--- src/rtl/seq_controller_if.sv ---
// seq_controller_if: control bus between the sequence controller and its
// datapath. The "master" modport is the controller side (drives the datapath
// controls); the "slave" modport is the datapath side (supplies opcode/flags).
// OPC_W must match the OPC_W of the seq_controller this bus is attached to.
interface seq_controller_if #(
    parameter int unsigned OPC_W = 3
);
    // Datapath to controller
    logic [OPC_W-1:0] opcode;
    logic             is_zero;
    logic             mem_ready;
    logic             resume;

    // Controller to datapath
    logic             inc_pc;
    logic             ld_pc;
    logic             sel;
    logic             rd;
    logic             wr;
    logic             ld_ir;
    logic             ld_ac;
    logic             data_e;
    logic             halted;
    logic             mem_err;
    logic [3:0]       phase;

    modport master (
        input  opcode, is_zero, mem_ready, resume,
        output inc_pc, ld_pc, sel, rd, wr, ld_ir, ld_ac, data_e,
               halted, mem_err, phase
    );

    modport slave (
        output opcode, is_zero, mem_ready, resume,
        input  inc_pc, ld_pc, sel, rd, wr, ld_ir, ld_ac, data_e,
               halted, mem_err, phase
    );
endinterface

--- src/rtl/seq_controller.sv ---
// seq_controller: eight-phase instruction sequencer with memory-handshake
// stalls, a per-access stall timeout and a HALT state.
// Optional build macro CTRL_STEP_EN: when defined, every completed STORE
// phase drops into HALT so each resume pulse runs exactly one instruction.
module seq_controller #(
    parameter int unsigned OPC_W    = 3,
    parameter int unsigned OP_HLT   = 0,
    parameter int unsigned OP_SKZ   = 1,
    parameter int unsigned OP_ADD   = 2,
    parameter int unsigned OP_AND   = 3,
    parameter int unsigned OP_XOR   = 4,
    parameter int unsigned OP_LDA   = 5,
    parameter int unsigned OP_STO   = 6,
    parameter int unsigned OP_JMP   = 7,
    parameter int unsigned WAIT_MAX = 15
) (
    input  logic             clk,
    input  logic             rst,
    seq_controller_if.master bus
);

    // Phase encodings, also presented on bus.phase
    localparam logic [3:0] S_INST_ADDR  = 4'd0;
    localparam logic [3:0] S_INST_FETCH = 4'd1;
    localparam logic [3:0] S_INST_LOAD  = 4'd2;
    localparam logic [3:0] S_IDLE       = 4'd3;
    localparam logic [3:0] S_OP_ADDR    = 4'd4;
    localparam logic [3:0] S_OP_FETCH   = 4'd5;
    localparam logic [3:0] S_ALU_OP     = 4'd6;
    localparam logic [3:0] S_STORE      = 4'd7;
    localparam logic [3:0] S_HALT       = 4'd8;

    localparam logic [7:0] STALL_LIMIT  = 8'(WAIT_MAX);

    logic [3:0]       state_q, state_d;
    logic [7:0]       stall_q, stall_d;
    logic             err_q, err_d;

    logic [OPC_W-1:0] opc;
    logic             op_hlt, op_skz, op_add, op_and;
    logic             op_xor, op_lda, op_sto, op_jmp;
    logic             aluop;
    logic             mem_state;
    logic             store_done_halt;

    assign opc    = bus.opcode;
    assign op_hlt = (opc == OPC_W'(OP_HLT));
    assign op_skz = (opc == OPC_W'(OP_SKZ));
    assign op_add = (opc == OPC_W'(OP_ADD));
    assign op_and = (opc == OPC_W'(OP_AND));
    assign op_xor = (opc == OPC_W'(OP_XOR));
    assign op_lda = (opc == OPC_W'(OP_LDA));
    assign op_sto = (opc == OPC_W'(OP_STO));
    assign op_jmp = (opc == OPC_W'(OP_JMP));
    assign aluop  = op_add | op_and | op_xor | op_lda;

`ifdef CTRL_STEP_EN
    assign store_done_halt = 1'b1;
`else
    assign store_done_halt = 1'b0;
`endif

    // State, stall counter and sticky error registers
    always_ff @(posedge clk or negedge rst) begin
        if (!rst) begin
            state_q <= S_INST_ADDR;
            stall_q <= '0;
            err_q   <= 1'b0;
        end else begin
            state_q <= state_d;
            stall_q <= stall_d;
            err_q   <= err_d;
        end
    end

    // Next-state: nominal phase sequence, then the memory-stall override.
    // stall_d defaults to zero, so the counter is clear on entry to every
    // state and only accumulates while a memory state is being held.
    always_comb begin
        state_d   = state_q;
        stall_d   = '0;
        err_d     = err_q;
        mem_state = 1'b0;

        case (state_q)
            S_INST_ADDR:  state_d = S_INST_FETCH;
            S_INST_FETCH: begin
                mem_state = 1'b1;
                state_d   = S_INST_LOAD;
            end
            S_INST_LOAD:  state_d = S_IDLE;
            S_IDLE:       state_d = S_OP_ADDR;
            S_OP_ADDR:    state_d = op_hlt ? S_HALT : S_OP_FETCH;
            S_OP_FETCH: begin
                mem_state = aluop;
                state_d   = S_ALU_OP;
            end
            S_ALU_OP:     state_d = S_STORE;
            S_STORE: begin
                mem_state = op_sto;
                state_d   = store_done_halt ? S_HALT : S_INST_ADDR;
            end
            S_HALT: begin
                if (bus.resume && !err_q) begin
                    state_d = S_INST_ADDR;
                end
            end
            default:      state_d = S_INST_ADDR;
        endcase

        if (mem_state && !bus.mem_ready) begin
            if (stall_q == STALL_LIMIT) begin
                state_d = S_HALT;
                err_d   = 1'b1;
            end else begin
                state_d = state_q;
                stall_d = stall_q + 8'd1;
            end
        end
    end

    // Datapath controls decoded from the current phase and opcode
    always_comb begin
        bus.inc_pc = 1'b0;
        bus.ld_pc  = 1'b0;
        bus.sel    = 1'b0;
        bus.rd     = 1'b0;
        bus.wr     = 1'b0;
        bus.ld_ir  = 1'b0;
        bus.ld_ac  = 1'b0;
        bus.data_e = 1'b0;

        case (state_q)
            S_INST_ADDR: begin
                bus.sel = 1'b1;
            end
            S_INST_FETCH: begin
                bus.sel = 1'b1;
                bus.rd  = 1'b1;
            end
            S_INST_LOAD, S_IDLE: begin
                bus.sel   = 1'b1;
                bus.rd    = 1'b1;
                bus.ld_ir = 1'b1;
            end
            S_OP_ADDR: begin
                bus.inc_pc = 1'b1;
            end
            S_OP_FETCH: begin
                bus.rd = aluop;
            end
            S_ALU_OP: begin
                bus.rd     = aluop;
                bus.inc_pc = op_skz & bus.is_zero;
                bus.ld_pc  = op_jmp;
                bus.data_e = op_sto;
            end
            S_STORE: begin
                bus.rd     = aluop;
                bus.ld_ac  = aluop;
                bus.inc_pc = op_jmp;
                bus.ld_pc  = op_jmp;
                bus.wr     = op_sto;
                bus.data_e = op_sto;
            end
            default: begin
                // HALT and unused encodings drive no datapath controls
            end
        endcase
    end

    // Status outputs
    always_comb begin
        bus.phase   = state_q;
        bus.halted  = (state_q == S_HALT);
        bus.mem_err = err_q;
    end

endmodule

--- src/flat_wrapper.sv ---
// flat-port wrapper written by rule: the top's interface ports become plain ports
module seq_controller_flat 
#(
    parameter int unsigned OPC_W    = 3,
    parameter int unsigned OP_HLT   = 0,
    parameter int unsigned OP_SKZ   = 1,
    parameter int unsigned OP_ADD   = 2,
    parameter int unsigned OP_AND   = 3,
    parameter int unsigned OP_XOR   = 4,
    parameter int unsigned OP_LDA   = 5,
    parameter int unsigned OP_STO   = 6,
    parameter int unsigned OP_JMP   = 7,
    parameter int unsigned WAIT_MAX = 15
)
  (clk, rst, bus_opcode, bus_is_zero, bus_mem_ready, bus_resume, bus_inc_pc, bus_ld_pc, bus_sel, bus_rd, bus_wr, bus_ld_ir, bus_ld_ac, bus_data_e, bus_halted, bus_mem_err, bus_phase);
  seq_controller_if #(.OPC_W(OPC_W)) bus_i ();
  input  logic clk;
  input  logic rst;
  input wire logic [$bits(bus_i.opcode)-1:0] bus_opcode;
  input wire logic [$bits(bus_i.is_zero)-1:0] bus_is_zero;
  input wire logic [$bits(bus_i.mem_ready)-1:0] bus_mem_ready;
  input wire logic [$bits(bus_i.resume)-1:0] bus_resume;
  output wire logic [$bits(bus_i.inc_pc)-1:0] bus_inc_pc;
  output wire logic [$bits(bus_i.ld_pc)-1:0] bus_ld_pc;
  output wire logic [$bits(bus_i.sel)-1:0] bus_sel;
  output wire logic [$bits(bus_i.rd)-1:0] bus_rd;
  output wire logic [$bits(bus_i.wr)-1:0] bus_wr;
  output wire logic [$bits(bus_i.ld_ir)-1:0] bus_ld_ir;
  output wire logic [$bits(bus_i.ld_ac)-1:0] bus_ld_ac;
  output wire logic [$bits(bus_i.data_e)-1:0] bus_data_e;
  output wire logic [$bits(bus_i.halted)-1:0] bus_halted;
  output wire logic [$bits(bus_i.mem_err)-1:0] bus_mem_err;
  output wire logic [$bits(bus_i.phase)-1:0] bus_phase;
  assign bus_i.opcode = bus_opcode;
  assign bus_i.is_zero = bus_is_zero;
  assign bus_i.mem_ready = bus_mem_ready;
  assign bus_i.resume = bus_resume;
  assign bus_inc_pc = bus_i.inc_pc;
  assign bus_ld_pc = bus_i.ld_pc;
  assign bus_sel = bus_i.sel;
  assign bus_rd = bus_i.rd;
  assign bus_wr = bus_i.wr;
  assign bus_ld_ir = bus_i.ld_ir;
  assign bus_ld_ac = bus_i.ld_ac;
  assign bus_data_e = bus_i.data_e;
  assign bus_halted = bus_i.halted;
  assign bus_mem_err = bus_i.mem_err;
  assign bus_phase = bus_i.phase;
  seq_controller #(.OPC_W(OPC_W), .OP_HLT(OP_HLT), .OP_SKZ(OP_SKZ), .OP_ADD(OP_ADD), .OP_AND(OP_AND), .OP_XOR(OP_XOR), .OP_LDA(OP_LDA), .OP_STO(OP_STO), .OP_JMP(OP_JMP), .WAIT_MAX(WAIT_MAX)) u_core (.clk(clk), .rst(rst), .bus(bus_i));
endmodule
--- config.mk ---
export PLATFORM = sky130hd
export DESIGN_NAME = seq_controller_flat
export DESIGN_NICKNAME = d
export VERILOG_FILES = /design/src/rtl/seq_controller_if.sv /design/src/rtl/seq_controller.sv /design/src/flat_wrapper.sv
export SDC_FILE = /design/constraint.sdc
export NUM_CORES = 1
export LEC_CHECK = 0
export BUFFER_PORTS_ARGS = -buffer_cell sky130_fd_sc_hd__buf_2
export CAP_MARGIN = 10
export CORE_UTILIZATION = 55
export CTS_BUF_LIST = sky130_fd_sc_hd__clkbuf_8
export DETAILED_ROUTE_END_ITERATION = 8
export PLACE_DENSITY_LB_ADDON = 0.25
export SYNTH_ARGS = -nofsm -noshare
export SYNTH_HDL_FRONTEND = slang
export SYNTH_SLANG_ARGS = --single-unit
--- constraint.sdc ---
create_clock -name clk -period 3.4 [get_ports clk]
set_input_delay 0.68 -clock clk [delete_from_list [all_inputs] [get_ports clk]]
set_output_delay 0.68 -clock clk [all_outputs]
set_load 0.1 [all_outputs]
## After elaboration in Yosys (flattened, before gate mapping)

Index checks and enable logic that the tools add are counted.

| word-level totals | value |
|---|---|
| output and inout port bits | 14 |
| register bits after elaboration | 13 |
| word-level logic and storage cells | 55 |
| input bits | 8 |

| cells by class | value |
|---|---|
| equality and inequality tests | 18 |
| multiplexer cells | 16 |
| $add $sub $neg | 1 |
| reductions and logical operators | 13 |
| bitwise logic cells | 4 |

Operator list:

| cell | count |
|---|---|
| $pmux 4 s8 | 1 |
| $eq 4x3->1 const B | 4 |
| $mux 4 | 4 |
| $mux 8 | 2 |
| $eq 3x3->1 const B | 4 |
| $add 8x1->8 const B | 1 |
| $eq 4x2->1 const B | 2 |
| $eq 8x4->1 const B | 1 |
| $eq 3x2->1 const B | 2 |
| $mux 1 | 6 |
| $pmux 1 s3 | 2 |
| $reduce_or 3->1 | 2 |
| $eq 4x1->1 const B | 1 |
| $eq 4x4->1 const B | 1 |
| $logic_not 4->1 | 1 |
| $reduce_and 2->1 | 2 |
| $reduce_or 2->1 | 2 |
| $reduce_or 4->1 | 1 |
| $eq 3x1->1 const B | 1 |
| $logic_not 3->1 | 1 |
| $ne 3x1->1 const B | 1 |
| $or 1x1->1 | 3 |
| $logic_and 1x1->1 | 2 |
| $logic_not 1->1 | 2 |
| other kinds (3) | 3 |

## Depth between registers and ports, before layout

Gate-level depths: netlist (run 1).

| depth | value |
|---|---|
| depth after elaboration | 8 |
| mapped depth | 5 |

## Worst setup path before layout (run 1)

No wires, ideal clock.

| path | value |
|---|---|
| path kind | register -> output |
| start point | reg u_core.state_q[3], in the netlist u_core.bus.phase[3] |
| end point | out bus_halted |
| setup slack | -1449 ps |
| stages on the path, launching flop included | 4 |
| data required time | 2720 ps |
| arrival time | 4169 ps |
| path through | dfrtp_1 > clkbuf_8 > inv_1 > nor4_1 |

| on the way | value |
|---|---|
| cells in the longest elaborated chain, start to end | 1 |

RTL lines:

| item | line | text |
|---|---|---|
| start, declared | seq_controller.sv:35 | `logic [3:0] state_q, state_d;` |
| start signal, assigned | seq_controller.sv:70 | `state_q <= state_d;` |
| $eq 4x4->1 | seq_controller.sv:175 | `bus.halted = (state_q == S_HALT);` |
| end, declared | flat_wrapper.sv:31 | `output wire logic [$bits(bus_i.halted)-1:0] bus_halted;` |

No other way between the ends.

## Worst setup path after layout (run 1)

| path | value |
|---|---|
| start point | reg u_core.state_q[2], in the netlist u_core.bus.phase[2] |
| end point | out bus_wr |

| on the way | value |
|---|---|
| cells in the longest elaborated chain, start to end | 2 |

RTL lines:

| item | line | text |
|---|---|---|
| $eq 4x3->1 | -- |  |
| $mux 1 | seq_controller.sv:133 | `case (state_q)` |
| end, declared | flat_wrapper.sv:27 | `output wire logic [$bits(bus_i.wr)-1:0] bus_wr;` |

No other way between the ends.

==> impl.org, run 1 <==
** Run status
- The run finished with clean final reports.

** Finish
- Filler cells :: around 110
- Share of final-layout standard cells stronger than drive strength 1 :: 32.7%
- Relative to the synthesized area, the layout overhead comes to 20.1%.
- Number of nets in the final layout :: 117
- Area of all placed cells without fillers :: 942 µm²
- The repair_antennas step left the layout with diodes totalling 0.

** Setup path
- Traced cell by cell, the critical path runs through nand4b_1 -> nor3_2 -> buf_2.
- Cell type of the slowest stage on the worst timing path :: sky130_fd_sc_hd__dfrtp_1
- Launch point of the critical path :: u_core.bus.phase[2]
- Broken down by cell family, the worst path's largest delay share belongs to flip-flops.
- The worst setup path is captured at an output pin.
- STA puts the critical path data required time at 2.72 ns.
- Of all nets on the critical path, the largest fanout is 17.
- Total buffers and inverters traversed by the critical path :: 1
- Internal reg-to-reg setup slack :: 1.54 ns
- The worst setup path is launched from a flip-flop.
- The worst setup path is of the reg -> out kind.
- Largest stage delay on the critical path :: 0.68 ns
- Critical R2R Launch :: u_core.bus.phase[2]
- Data arrival at the endpoint of the critical path :: 1.92 ns

** Logic synthesis
- Dominant synthesized flop cell :: sky130_fd_sc_hd__dfrtp_1
- Count of different cell masters after synthesis :: 31
- Compound-cell area share of the yosys netlist :: 15.3%
- Number of synthesized flops with an enable pin :: 0
- Summing the sequential cell areas from Yosys gives between 40% and 50% of the chip area.
- Synth Area in Adders :: 1.59%
- Count of synthesis-stage warnings from yosys :: 0
- Of the total synthesized cell area, the portion taken by XOR and XNOR cells is 7.81%.
- Main combinational cell family by area after synthesis :: simple AND/OR/NAND/NOR gates
- Post-synthesis simple-gate area fraction :: 23.8%
- Proportion of synthesized flip-flops having asynchronous set or reset :: 100%
- Multiplexer share of the synthesized area :: 1.28%
- The mapped netlist covers 785 µm².
- Each instance of the synthesized netlist takes up on average roughly 9.1 µm².
- Syn nets :: 95
- After technology mapping, the gate count stands at 86.
- Count of state elements after synthesis :: 13

** STA
- Highest clock frequency the design can meet :: 384 MHz
- The worst path uses 76.5% of the clock period.
- Aggregate negative setup slack :: 0 ns
- RSZ-0062 raised after global routing :: false
- Post-route clock skew :: 0.00572 ns
- Finish-stage setup viols :: 0
- Setup ws final :: 0.798 ns
- Final hold viol count :: 0
- At the pin with the least slew margin, the transition time is 0.540 ns.
- Period minus WS final :: 2.60 ns
- In this run the tightest slew margin relative to its limit is roughly 64%.
- The number of max-slew violations in the final report was 0.

** Floorplan
- Number of rows in the core area :: 13
- Measured along the y axis, the die boundary spans 39.8 µm.
- Core region area :: 1320 µm²
- In this run the count of I/O pins placed on the die edge is 22.
- Initial cell density of the core :: about three fifths
- Measured along the x axis, the die boundary spans approximately 40 µm.
- The floorplan step defined a die boundary enclosing 1580 µm².

** Clocking
- Number of H-tree levels :: 1
- Reg clk slew, reported paths :: ~0.06 ns
- For this design, the sink count on the clock tree is 13.
- Clock tree buffer depth :: 2
- Hold-fix buffer count after cts :: 0
- At the later pin of the worst-skew pair, clock insertion delay measures 0.24 ns.
- In this run the post-CTS setup repair buffer count came out at 0.
- In this run the clock root is driven by a sky130_fd_sc_hd__clkbuf_8.
- Clock tree synthesis inserted a total of 3 buffers.
- TritonCTS built the clock tree.
- Post-CTS resize count :: 0

** GRT
- The first global-routing pass estimated about 2500 µm of wire.
- Number of antenna violations at the first check in global routing :: 0
- Overall fraction of global-route tracks in use :: 24.1%
- GRT overflow :: 0
- The number of global-route vias before repair came to 584.
- Maximum number of pins on one net before global-route repair :: 18

** Placed design
- Once placement finished, the instance area stood at 896 µm².
- Placer congestion estimate :: 0.737
- Pre-CTS WS :: 0.995 ns
- Half-perimeter wire length after detailed placement :: ~1200 µm
- Port-buffer cells :: 21

** Route
- Post-route ant nets :: 0
- The pre-antenna-repair detailed-routing pass consisted of 4 iterations.
- Drt drc :: 0
- The routed layout has 706 vias.
- Avg WL per Cell :: 13.5 µm
- Drt first-iter violations :: 15
- After detailed routing, the total wire length is 1650 µm.
- In the routed layout, each cell is associated on average with a via count of 5.79.

** Power
- For this design the static power due to leakage is 0.000438 µW.
- Total power draw :: 963 µW
- Dividing total power by cell area gives a power density of 1020 nW/µm².
- Largest voltage drop on the vdd net :: 0.579 mV

** Worst hold path
- The path class of the tightest hold or removal check is in -> async.

** Job
- Max Cap Viol :: 0
## metal layers
metal	global-route usage, %	vias to the layer above	routed length (µm)
met5	0	-	0
met1	31.7	341	784
met4	5.17	0	8
met2	37.3	17	787
li1	-	346	-
met3	8.52	2	63
## cells in the mapped netlist (2+ instances only)
master / count / area (µm²)
sky130_fd_sc_hd__nor4_1: 2 / 12.5
sky130_fd_sc_hd__buf_6: 2 / 22.5
sky130_fd_sc_hd__nand3_1: 4 / 20.0
sky130_fd_sc_hd__clkbuf_8: 2 / 27.5
sky130_fd_sc_hd__nor2_1: 14 / 52.6
sky130_fd_sc_hd__and3_1: 2 / 12.5
sky130_fd_sc_hd__dfrtp_1: 13 / 325
sky130_fd_sc_hd__xor2_1: 3 / 26.3
sky130_fd_sc_hd__o21ai_1: 2 / 10.0
sky130_fd_sc_hd__inv_1: 5 / 18.8
sky130_fd_sc_hd__nand2_1: 6 / 22.5
sky130_fd_sc_hd__nor3_1: 4 / 20.0
sky130_fd_sc_hd__a21oi_1: 5 / 25.0
sky130_fd_sc_hd__xnor2_1: 4 / 35.0
sky130_fd_sc_hd__o21ai_0: 2 / 10.0
## cells by family (layout without fill, tap and decap cells)
family / after synthesis / in the layout
xor gates and xnor gates: 7 / 7
muxes: 1 / 1
buffers and inverters: 9 / 30
adders and majority gates: 1 / 1
and+or+nand+nor: 38 / 38
AOI/OAI and AO/OA: 17 / 17
DFF: 13 / 13
## stage by stage
step,hold slack [ns],std cells,utilization (%)
2_1_floorplan,0.384,86,-
3_3_place_gp,0.439,118,68.0
3_5_place_dp,0.472,118,68.0
4_1_cts,0.317,122,71.5
5_1_grt,0.332,122,71.5
6_report,0.306,122,71.5
## cells in the final DEF, fill, tap and decap left out, types with 2 or more instances in the layout
cell type	n
sky130_fd_sc_hd__o21ai_1	2
sky130_fd_sc_hd__dfrtp_1	13
sky130_fd_sc_hd__buf_2	21
sky130_fd_sc_hd__a21oi_1	5
sky130_fd_sc_hd__clkbuf_8	3
sky130_fd_sc_hd__and3_1	2
sky130_fd_sc_hd__inv_1	5
sky130_fd_sc_hd__nand2_1	6
sky130_fd_sc_hd__o21ai_0	2
sky130_fd_sc_hd__xor2_1	3
sky130_fd_sc_hd__nor2_1	12
sky130_fd_sc_hd__xnor2_1	4
sky130_fd_sc_hd__nand3_1	4
sky130_fd_sc_hd__nor3_2	3
## power breakdown
group	leakage [µW]	switching, µW	internal [µW]	total, µW
sequential	0.000170	73.4	178	252
combinational	0.000243	464	111	575
clock	0.0000255	55.6	80.9	136
total	0.000438	592	371	963
## state kept, by name, summed over array words and instances (netlist names)
register and flops:
u_core.bus.phase 4, u_core.bus.mem_err 1, u_core.stall_q 8
## area by class of cell
type / count / area (µm²) / area share, %
inverter: 5 / 18.8 / 1.99
timing repair buffer: 21 / 105 / 11.2
clock inverter: 1 / 5.00 / 0.531
sequential: 13 / 325 / 34.5
clock buffer: 3 / 41.3 / 4.38
multi-input combinational: 64 / 428 / 45.4
tap: 15 / 18.8 / 1.99
## final timing paths
kind,end,cells past startpoint
max reg2reg,u_core.bus.phase[3],4
min in group clk,u_core.bus.mem_err,2
min,u_core.stall_q[3],1
max in group asynchronous,u_core.bus.phase[0],1
max,bus_wr,3
min reg2reg,u_core.bus.mem_err,2
No activity file was read; power rests on OpenSTA's default activity.
==> run 2: changes to the inputs <==
--- a/config.mk
+++ b/config.mk
@@ -7,7 +7,7 @@
 export LEC_CHECK = 0
 export BUFFER_PORTS_ARGS = -buffer_cell sky130_fd_sc_hd__buf_2
 export CAP_MARGIN = 10
-export CORE_UTILIZATION = 55
+export CORE_UTILIZATION = 52
 export CTS_BUF_LIST = sky130_fd_sc_hd__clkbuf_8
 export DETAILED_ROUTE_END_ITERATION = 8
 export PLACE_DENSITY_LB_ADDON = 0.25
==> constraint.sdc (replaced) <==
create_clock -name clk -period 2.7 [get_ports clk]
set_input_delay 0.54 -clock clk [delete_from_list [all_inputs] [get_ports clk]]
set_output_delay 0.54 -clock clk [all_outputs]
set_load 0.1 [all_outputs]
==> run 2 against run 1 <==
Net effect: core utilization up 2.3 points; clock skew fell by 0.0019 ns; first-iteration DRC count down 27%; non-clock buffer count unchanged; design area is 5.7% higher; final cell count unchanged; routed wire length is 0.85% higher; register-to-register slack got worse by 0.51 ns.
==> impl.org, run 2 (synthesis results as in run 1) <==
** Clocking
- In this run the clock root is driven by a sky130_fd_sc_hd__clkbuf_8.
- The number of hold-repair buffers added at the cts stage came to 0 (unchanged).
- The number of buffers created by CTS was 3 (unchanged).
- The number of H-tree branching levels came to 1 (unchanged).
- Reg clk slew, reported paths :: 0.06 ns (about the same)
- TritonCTS built the clock tree.
- The maximum number of buffers from clock root to sink came to 2 (unchanged).
- Post-CTS resize count :: 0 (unchanged)
- The number of clock sinks is 13 (unchanged).
- The clock latency on the worst-skew pair was 0.24 ns (about the same).
- Post-CTS repair timing setup buffer count :: 0 (unchanged)

** Finish
- Number of nets in the final layout :: 117 (unchanged)
- Number of diodes :: 0 (unchanged)
- Area grow syn2layout :: 27.0%
- Register with the highest flop count :: u_core.stall_q
- Flip-flop count of the largest register, all copies and words added :: 8 (unchanged)
- The library cell used most frequently in the layout, excluding fill and tap cells, is sky130_fd_sc_hd__buf_2.
- The number of inserted filler cells in the final layout is 107 (-0.93%).
- Share of final-layout standard cells stronger than drive strength 1 :: 38.3% (+5.6 points)
- In the layout the commonest cells are sky130_fd_sc_hd__buf_2, sky130_fd_sc_hd__nor2_1, sky130_fd_sc_hd__dfrtp_1.

** Route
- Router iterations before antenna repair :: 4 (unchanged)
- Signal routing reaches up to met3.
- Detail-routed via count per cell :: 5.68 (-1.8%)
- The count of antenna-violating nets left after detailed routing was 0 (unchanged).
- The remaining design rule violation count came to 0 (unchanged).
- Via Count :: 693 (-1.8%)
- The number of violations reported at the end of detailed-routing iteration 0 came to 11 (-4).
- Routed wire length :: 1660 µm (+0.85%)
- The sum of met2 wire segment lengths after detailed routing was 799 µm (+1.5%).
- Routed length on met3 :: 48 µm (-24%)
- The length of routed wiring on met1 came to 811 µm (+3.4%).
- Avg WL per Cell :: 13.6 µm (+0.85%)

** STA
- Final hold viol count :: 0 (unchanged)
- Dividing the final minimum period by the clock period gives about nine tenths.
- Highest clock frequency the design can meet :: 421 MHz
- Setup repair after global routing left no endpoint under its margin.
- Subtracting the final worst setup slack from the clock period gives ~2.4 ns.
- The max-slew headroom at the worst pin came to 62.5% (-1.4 points).
- Actual transition at the worst max-transition pin :: 0.558 ns (+0.0175 ns)
- The largest clock skew in the final design was 0.00382 ns (-0.00191 ns).
- The worst hold slack is 0.170 ns (-0.136 ns).
- Finish-stage setup viols :: 0 (unchanged)
- The number of max-slew violations in the final report is 0 (unchanged).

** GRT
- Overall fraction of global-route tracks in use :: 23.0% (-1.0 points)
- Number of antenna violations at the first check in global routing :: 0 (unchanged)
- The overall overflow remaining after global route was 0 (unchanged).
- The first-pass GRT wire length was 2500 µm (-0.28%).
- The number of global-route vias before repair was 557 (-4.6%).
- The maximum number of pins on one net before global-route repair is 18 (unchanged).

** Floorplan
- The number of top-level design ports was 22 (unchanged).
- Core region area :: 1350 µm² (+2.5%)
- Number of rows in the core area :: 13 (unchanged)
- Initial cell density of the core :: 58.1% (-1.4 points)
- Y dimension of the die :: 40.8 µm (+2.7%)
- Die area :: 1670 µm² (+5.5%)
- Die Span X :: 40.8 µm (+2.7%)

** Placed design
- Port-buffer cells :: 21 (unchanged)
- Half-perimeter wire length after detailed placement :: 1260 µm (+6.0%)
- Placer congestion estimate :: 0.735 (-0.18%)

** Setup path
- Kind of critical path :: reg -> out
- The arrival time of the worst setup path is 1.84 ns (-0.08 ns).
- CP Launch Type :: flip-flop
- The largest fanout of any net on the critical path is 13 (-4).
- Gate family responsible for the most delay along the worst path :: simple AND/OR/NAND/NOR gates
- Cell breakdown of the critical path :: nand4b_1 -> nor3_4 -> buf_2
- The number of buffer and inverter instances along the worst setup path came to 1 (unchanged).
- Worst path required time :: 2.16 ns (-0.56 ns)
- Crit path capture type :: output pin
- Largest stage delay on the critical path :: 0.55 ns (-0.13 ns)
- The slowest stage of the critical path is the sky130_fd_sc_hd__dfrtp_4 cell.

** Worst hold path
- The path class of the tightest hold or removal check is in -> async.

** Job
- Max Cap Viol :: 0 (unchanged)

** Run status
- The flow ran to the end, and the final reports show no timing, DRC or antenna violations.
[run 2: changes by cell type in the layout (fill, tap and decap cells not counted), moves of 2 or more]
cell / previous run / this run
sky130_fd_sc_hd__dfrtp_1: 13 / 9
sky130_fd_sc_hd__dfrtp_2: 0 / 2
sky130_fd_sc_hd__dfrtp_4: 0 / 2
sky130_fd_sc_hd__nor3_2: 3 / 1
sky130_fd_sc_hd__nor3_4: 0 / 2
[run 2: routing by layer]
metal	global-route usage, %	up-vias
met5	0	-
met4	5.00	0
met3	4.89	0
met2	33.2	15
met1	34.8	327
li1	-	351
[run 2: final timing paths]
| check | startpoint | endpoint | slack (ns) | cells after the start |
|---|---|---|---|---|
| worst max-delay path | u_core.bus.phase[3] | bus_wr | 0.32 | 3 |
| max in group asynchronous | rst | u_core.bus.phase[3] | 2.29 | 1 |
| worst min-delay path | rst | u_core.bus.phase[1] | 0.17 | 1 |
| min in group clk | u_core.stall_q[0] | u_core.stall_q[0] | 0.47 | 1 |
| worst min register to register | u_core.stall_q[0] | u_core.stall_q[0] | 0.47 | 1 |
| worst max register to register | u_core.bus.phase[2] | u_core.bus.phase[3] | 1.03 | 4 |
[run 2: per-stage QoR]
stage               util (%)  setup WS (ns)  TNS (ns)  cells  area [µm²]
finish                  73.8          0.324         0    122         996
global route            73.8          0.260         0    122         996
CTS                     73.8          0.326         0    122         996
detailed placement      70.3          0.509         0    118         950
global placement        70.3          0.533         0    118         950
floorplan                  -        -0.0669    -0.126     86         876
[run 2: worst register-to-register path: stages (launching register included)]
cell                      delay (ns)
sky130_fd_sc_hd__dfrtp_4        0.55
sky130_fd_sc_hd__or4b_2         0.63
sky130_fd_sc_hd__nor2_1         0.11
sky130_fd_sc_hd__a21oi_1        0.05
sky130_fd_sc_hd__o32ai_1        0.22
[run 2: area by class of cell]
cell class                 instances  area [µm²]  area share, %
timing repair buffer              21         105           10.6
multi-input combinational         64         472           47.4
sequential                        13         335           33.7
clock inverter                     1        5.00          0.503
clock buffer                       3        41.3           4.15
tap                               15        18.8           1.88
inverter                           5        18.8           1.88
Power of run 2 is not shown: default switching activity piles up to over one toggle a cycle in this logic, so the estimate is an artifact.
